**src/rtl/nand_cpu_sequencer.sv**
```systemverilog
// nand_cpu_sequencer: multi-cycle control FSM for the NAND CPU.
// Walks each instruction through FETCH, DECODE, EXEC, optional MEM, then WB.
// It owns the PC, EPC, the imem/dmem handshakes, the register write strobes and HALT.
//
// Ports:
//   clk, rst                          clock and synchronous active-high reset
//   imem_req/imem_ack, ir_load        instruction fetch handshake; ir_load marks the IR capture
//   d_*                               decoder control fields; held stable from DECODE through WB
//   cond_flag, r_value                branch condition and register-r target
//   dmem_req/dmem_we/dmem_ack         data memory handshake
//   a_we, r_we, link_value            register-file write strobes and the JRL link value
//   pc, epc, halted, resume, state    architectural state and status
module nand_cpu_sequencer #(
  parameter int                    PC_WIDTH = 16,
  parameter logic [PC_WIDTH-1:0]   RESET_PC = '0,
  parameter logic [PC_WIDTH-1:0]   INT_BASE = 'h10
) (
  input  logic                clk,
  input  logic                rst,
  output logic                imem_req,
  input  logic                imem_ack,
  output logic                ir_load,
  input  logic                d_write_a,
  input  logic                d_write_r,
  input  logic                d_ld,
  input  logic                d_st,
  input  logic                d_br,
  input  logic                d_jrl,
  input  logic                d_interrupt,
  input  logic                d_halt,
  input  logic [3:0]          d_immdt,
  input  logic                cond_flag,
  input  logic [PC_WIDTH-1:0] r_value,
  output logic                dmem_req,
  output logic                dmem_we,
  input  logic                dmem_ack,
  output logic                a_we,
  output logic                r_we,
  output logic [PC_WIDTH-1:0] link_value,
  output logic [PC_WIDTH-1:0] pc,
  output logic [PC_WIDTH-1:0] epc,
  output logic                halted,
  input  logic                resume,
  output logic [2:0]          state
);

  localparam logic [2:0] S_FETCH  = 3'd0;
  localparam logic [2:0] S_DECODE = 3'd1;
  localparam logic [2:0] S_EXEC   = 3'd2;
  localparam logic [2:0] S_MEM    = 3'd3;
  localparam logic [2:0] S_WB     = 3'd4;
  localparam logic [2:0] S_HALT   = 3'd5;

  logic [2:0]          state_q, state_d;
  logic [PC_WIDTH-1:0] pc_q, pc_d;
  logic [PC_WIDTH-1:0] epc_q, epc_d;
  logic                st_q, st_d;     // current MEM access is a store
  logic                rst_q;          // reset was sampled on the last edge
  logic [PC_WIDTH-1:0] pc_inc;
  logic [PC_WIDTH-1:0] int_vec;

  // Both adds wrap naturally at PC_WIDTH bits.
  assign pc_inc  = pc_q + {{(PC_WIDTH-1){1'b0}}, 1'b1};
  assign int_vec = INT_BASE + {{(PC_WIDTH-6){1'b0}}, d_immdt, 2'b00};

  // The fetch request is held off for the cycle that follows a sampled reset,
  // so an aborted fetch is seen to drop before the fresh one starts.
  assign imem_req   = (state_q == S_FETCH) && !rst_q;
  assign ir_load    = imem_req && imem_ack;
  assign dmem_req   = (state_q == S_MEM);
  assign dmem_we    = dmem_req && st_q;
  assign a_we       = (state_q == S_WB) && d_write_a;
  assign r_we       = (state_q == S_WB) && (d_write_r || d_jrl);
  assign link_value = pc_inc;
  assign pc         = pc_q;
  assign epc        = epc_q;
  assign halted     = (state_q == S_HALT);
  assign state      = state_q;

  always_comb begin
    state_d = state_q;
    pc_d    = pc_q;
    epc_d   = epc_q;
    st_d    = st_q;
    case (state_q)
      S_FETCH: begin
        if (ir_load) state_d = S_DECODE;
      end
      S_DECODE: state_d = S_EXEC;
      S_EXEC: begin
        if (d_halt) begin
          pc_d    = pc_inc;
          state_d = S_HALT;
        end else if (d_ld || d_st) begin
          st_d    = d_st;
          state_d = S_MEM;
        end else begin
          state_d = S_WB;
        end
      end
      S_MEM: begin
        if (dmem_ack) state_d = S_WB;
      end
      S_WB: begin
        if (d_interrupt) begin
          epc_d = pc_inc;
          pc_d  = int_vec;
        end else if (d_br) begin
          pc_d  = cond_flag ? r_value : pc_inc;
        end else if (d_jrl) begin
          pc_d  = r_value;
        end else begin
          pc_d  = pc_inc;
        end
        state_d = S_FETCH;
      end
      S_HALT: begin
        if (resume) state_d = S_FETCH;
      end
      default: state_d = S_FETCH;
    endcase
  end

  always_ff @(posedge clk) begin
    if (rst) begin
      state_q <= S_FETCH;
      pc_q    <= RESET_PC;
      epc_q   <= '0;
      st_q    <= 1'b0;
      rst_q   <= 1'b1;
    end else begin
      state_q <= state_d;
      pc_q    <= pc_d;
      epc_q   <= epc_d;
      st_q    <= st_d;
      rst_q   <= 1'b0;
    end
  end

endmodule

```
**config.mk**
```make
export PLATFORM = sky130hd
export DESIGN_NAME = nand_cpu_sequencer
export DESIGN_NICKNAME = d
export VERILOG_FILES = /design/src/rtl/nand_cpu_sequencer.sv
export SDC_FILE = /design/constraint.sdc
export NUM_CORES = 1
export LEC_CHECK = 0
export BUFFER_PORTS_ARGS = -buffer_cell sky130_fd_sc_hd__buf_2
export CORE_ASPECT_RATIO = 1.1
export CORE_UTILIZATION = 35
export CTS_BUF_LIST = sky130_fd_sc_hd__clkbuf_16
export DETAILED_ROUTE_END_ITERATION = 10
export PLACE_DENSITY_LB_ADDON = 0.05
export SLEW_MARGIN = 20
export SYNTH_ARGS = -nofsm -noshare
export SYNTH_HDL_FRONTEND = slang
export SYNTH_SLANG_ARGS = --single-unit
export TNS_END_PERCENT = 30
```
**constraint.sdc**
```tcl
create_clock -name clk -period 1.8 [get_ports clk]
set_clock_uncertainty 0.05 [all_clocks]
set_input_delay 0.36 -clock clk [delete_from_list [all_inputs] [get_ports clk]]
set_output_delay 0.36 -clock clk [all_outputs]
set_load 0.01 [all_outputs]
```
# ---- Word-level counts from Yosys, hierarchy flattened
# Cells that the tools add are included.
dict set report op_classes {
  n_reduce_logical 14
  n_eq_ne 9
  n_mux 13
  n_lt_le_gt_ge 0
  n_mul 0
  n_shift 0
  bitwise 1
  div 0
  addsub 2
}
# op n
set ops {}
lappend ops {{$mux W16} 5}
lappend ops {{$pmux W16 S2} 1}
lappend ops {{$add A16 B1 Y16 const B} 1}
lappend ops {{$mux W3} 5}
lappend ops {{$pmux W3 S5} 1}
lappend ops {{$add A5 B6 Y7 const A} 1}
lappend ops {{$eq A3 B2 Y1 const B} 2}
lappend ops {{$eq A3 B3 Y1 const B} 2}
lappend ops {{$reduce_and A3 Y1} 2}
lappend ops {{$logic_and A1 B1 Y1} 5}
lappend ops {{$ne A2 B1 Y1 const B} 2}
lappend ops {{$ne A2 B2 Y1 const B} 2}
lappend ops {{$reduce_and A2 Y1} 2}
lappend ops {{$eq A3 B1 Y1 const B} 1}
lappend ops {{$logic_not A3 Y1} 1}
lappend ops {{$logic_or A1 B1 Y1} 2}
lappend ops {{$reduce_bool A2 Y1} 1}
lappend ops {{$logic_not A1 Y1} 1}
lappend ops {{$mux W1} 1}
lappend ops {{$not A1 Y1} 1}
dict set report totals {
  word_cells 44
  register_bits 37
  mem_count 0
  latch_bits 0
  out_inout_bits 58
  mem_bits_rw 0
  romBits 0
}

# ---- Longest topological paths before layout
dict set report depth {
  word_depth 5
  mapped_depth 6
}

# ---- Worst setup path after synthesis
# OpenSTA, ideal clock, no wires.
dict set report synth_path {
  path_kind {register to output}
  start {register pc_q[6], in the netlist pc[6]}
  end {output link_value[15]}
  path_buffers 1
  path_stages_with_launch 6
  required_ps 1390
  t_arrival_ps 1666
  slack_ps -276
  cell_sequence {dfxtp_1 buf_2 nand4_1 nor4_1 or4b_1 nand2_1}
}
dict set report synth_via {
  elab_chain_cells 1
}
# element line_no
set synth_rtl {}
lappend synth_rtl {{start: declaration} 55} ;# logic [PC_WIDTH-1:0] pc_q, pc_d;
lappend synth_rtl {{start signal: assignment} 133} ;# pc_q <= pc_d;
lappend synth_rtl {{$add A16 B1 Y16} 63} ;# assign pc_inc = pc_q + {{(PC_WIDTH-1){1'b0}}, 1'b1};
lappend synth_rtl {{end: declaration} 39} ;# output logic [PC_WIDTH-1:0] link_value,
# No other way between the ends.

# ---- Worst setup path in the final report
dict set report layout_path {
  start {register pc_q[8], in the netlist pc[8]}
  end {output link_value[15]}
}
# The elaborated chain is that of the path after synthesis.

==> key figures <==
Clock network
  – Clock Sinks: 37
  – TritonCTS buffer count: 5
  – # H-tree levels: 2
  – Clk buf depth: 2
  – Skew-Pair Late Insertion Delay: 280 ps
  – Root buf cell: clkbuf_16
  – TritonCTS clock tree: built
  – Clk pin slew, worst setup/hold paths: ~60 ps

Route
  – Vias per cell: around 5.3
  – WL/cell: 15.8 um
  – First-pass DRT Iterations: 4
  – # DRC: 0
  – Vias: 2717
  – Routed wire length: 8030 um
  – 1st-iter DRT viols: roughly 130
  – Final ANT Viol Nets: 0

STA
  – Worst slew margin: 0.749
  – Slew @ Worst Pin: 376 ps
  – Crit share post-route: 1.16
  – Fmax: ~480 MHz
  – Slew Limit Fails: 0
  – # setup viols final: 16
  – Final Hold Fails: 0
  – Setup ws final: -293 ps
  – WHS: 295 ps
  – Crit path time final: 2090 ps
  – RSZ-0062 raised after global routing: true

Critical path
  – Element type at the critical path start: register
  – Crit path DAT: 1680 ps
  – Setup CP Type: register to primary output
  – Worst path cell trace: nand4_1, nor4_4, or4b_4, nand2_2, buf_6
  – Crit-path slowest cell: or4b_4
  – Bufs and invs on worst path: 1
  – Crit path from: pc[8]
  – Delay-heaviest family, CP: simple AND/OR/NAND/NOR gates
  – RR Startpoint: pc[0]
  – Crit end category: primary output
  – CP required: around 1400 ps
  – Crit-path max cell delay: 500 ps
  – CP Max Fanout: 3

Synthesis
  – Post-synthesis async set-or-reset flop share: 0
  – Syn Nets: approximately 320
  – Avg Cell Area, Syn: slightly below 8 um^2
  – Cell taking the most area after synthesis: dfxtp_1
  – Synthesized flop and latch total: 37
  – Register area share after synthesis: 0.333
  – Syn Inst Count: 287
  – Post-Syn Area: 2220 um^2
  – Synth top area cells: dfxtp_1 (33%), nor2_1 (6.4%), a211oi_1 (5.1%)
  – Number of synthesized flops with an enable pin: 0
  – Synth top area share: 0.333
  – Synth Warn #: 0
  – Synth unique cells: 54
  – Top FF cell, synth: dfxtp_1

GRT
  – Met2 usage: 0.416
  – Vias in the first global route: 2583
  – Initial antenna violation count: 0
  – First-pass GRT wire length: 12700 um
  – GRT met3 Usage: 0.0468
  – Largest net degree at the start of global routing: 20
  – GR peak layer: met2
  – M1 GR Usage: 0.305
  – Gr ovfl total: 0
  – GRT Resource Usage Total: 0.245

Floorplanning
  – Die area: 6680 um^2
  – Io pins: 92
  – Core Area: 6160 um^2
  – Horiz. Die Dim: 78.0 um
  – Initial Utilization: 0.361
  – Die H: 85.6 um
  – Row cnt: 30

Power
  – Gate power share: 0.202
  – Sw power: ~600 uW
  – Peak VDD IR: 0.468 mV
  – Leakage: 1.76 nW
  – Pwr dens: 586 nW/um^2
  – Sw Ratio: 0.275
  – Clk pwr share: 0.391
  – Seq pwr share: 0.407
  – Cell internal pwr: 1.54 mW
  – Overall power: around 2.1 mW

Finish
  – Filler cells: 594
  – Area growth syn-to-layout: 62.6%
  – Layout cell share with drive strength beyond 1: 0.493
  – # nets final: 465
  – ANT cells: 0

Run status
  – Outcome: finished with violations
  – Failing checks: negative setup slack

Worst hold path
  – Min-delay src: r_value[15]
  – HP Class: input pin to register

Flow run
  – Max-cap violations: 0

Placed design
  – DPL Wire Length: roughly 5900 um
  – Number of I/O port buffers: 91
  – Placer Congestion: 0.856
-- synthesized netlist by cell type (2+ instances only) --
cell type,number
nand2_1,21
a21o_1,6
xor2_1,3
ha_1,2
a21oi_1,19
nor3_1,10
a31oi_1,2
nor2_1,38
a221oi_1,3
dfxtp_1,37
xnor2_1,9
inv_1,13
clkbuf_1,11
a311oi_1,5
nand3_1,9
buf_2,7
nand4_1,7
nand2b_1,2
nor2b_1,2
o21a_1,4
o221ai_1,4
and3_1,3
and2_1,6
nor4_1,6
o31ai_1,2
a211oi_1,15
o21ai_0,13
o211ai_1,2
-- layout by cell type (no fill, tap or decap), drive strengths merged, types with 6 or more instances in the layout --
master / count
nand4: 7
a311oi: 6
nand2: 21
a21o: 6
nand3: 10
nor4: 6
and2: 6
nor2: 38
xnor2: 9
buf: 155
a21oi: 19
dfxtp: 37
nor3: 11
a211oi: 15
o21ai: 13
inv: 13
-- stage by stage --
stage	std cells	setup WS (ps)	util	cell area [um^2]	TNS, ps
3_5_place_dp	498	-67.6	0.520	3200	-119
2_1_floorplan	287	-66.3	-	2300	-136
5_1_grt	508	-383	0.587	3620	-3150
4_1_cts	506	-319	0.564	3470	-2190
6_report	508	-293	0.587	3620	-2190
3_3_place_gp	498	-47.4	0.520	3200	-76.8
-- logic make-up after synthesis --
kind of cell / Yosys count / synth area share
and+or+nand+nor: 118 / 0.279
DFF: 37 / 0.333
buffers and inverters: 33 / 0.0619
muxes: 2 / 0.00957
adders and majority gates: 2 / 0.0113
xor gates and xnor gates: 12 / 0.0473
AOI/OAI and AO/OA: 83 / 0.258
-- power by group through the flow --
| stage | sequential (mW) | combinational, mW | clock [mW] |
|---|---|---|---|
| floorplan | 0.902 | 0.180 | 0 |
| global placement | 0.881 | 0.397 | 0 |
| detailed placement | 0.882 | 0.398 | 0 |
| CTS | 0.865 | 0.410 | 0.856 |
| global route | 0.866 | 0.467 | 0.880 |
| finish | 0.864 | 0.428 | 0.829 |
-- sequential cells by signal, indices dropped and copies added (netlist names) --
register and cells:
epc 16, rst_q 1, state 3, pc 16
st_q 1
-- tightest hold or removal path: cells and delay by family --
family / cells / cell delay (ps)
buffers and inverters: 1 / 110
AOI/OAI and AO/OA: 1 / 60
and+or+nand+nor: 1 / 50
-- metal layers --
layer | up-vias | part of all wire
li1 | 1335 | -
met1 | 1289 | 0.45
met2 | 77 | 0.49
met3 | 16 | 0.044
met4 | 0 | 0.020
met5 | - | 0
-- path summary, 6_finish.rpt --
path | to | slack (ps) | cells after the start
min | pc[15] | 300 | 3
min reg2reg | epc[1] | 410 | 2
max reg2reg | epc[12] | 50 | 8
max | link_value[15] | -290 | 5
-- layout make-up --
type | instances | area [um^2] | area share
sequential | 37 | 762 | 0.211
clock buffer | 5 | 125 | 0.0346
tap | 80 | 100 | 0.0277
timing repair buffer | 155 | 990 | 0.274
multi-input combinational | 217 | 1590 | 0.438
inverter | 13 | 48.8 | 0.0135
clock inverter | 1 | 5.00 | 0.00138
-- repair_timing --
action                     in CTS  in global routing
hold buffers                    0                  0
setup endpoints to repair      18                 24
pin swaps                       9                  8
buffers inserted                2                  2
resized for setup              24                 27
Note: power is estimated with default switching activity, not from simulation.
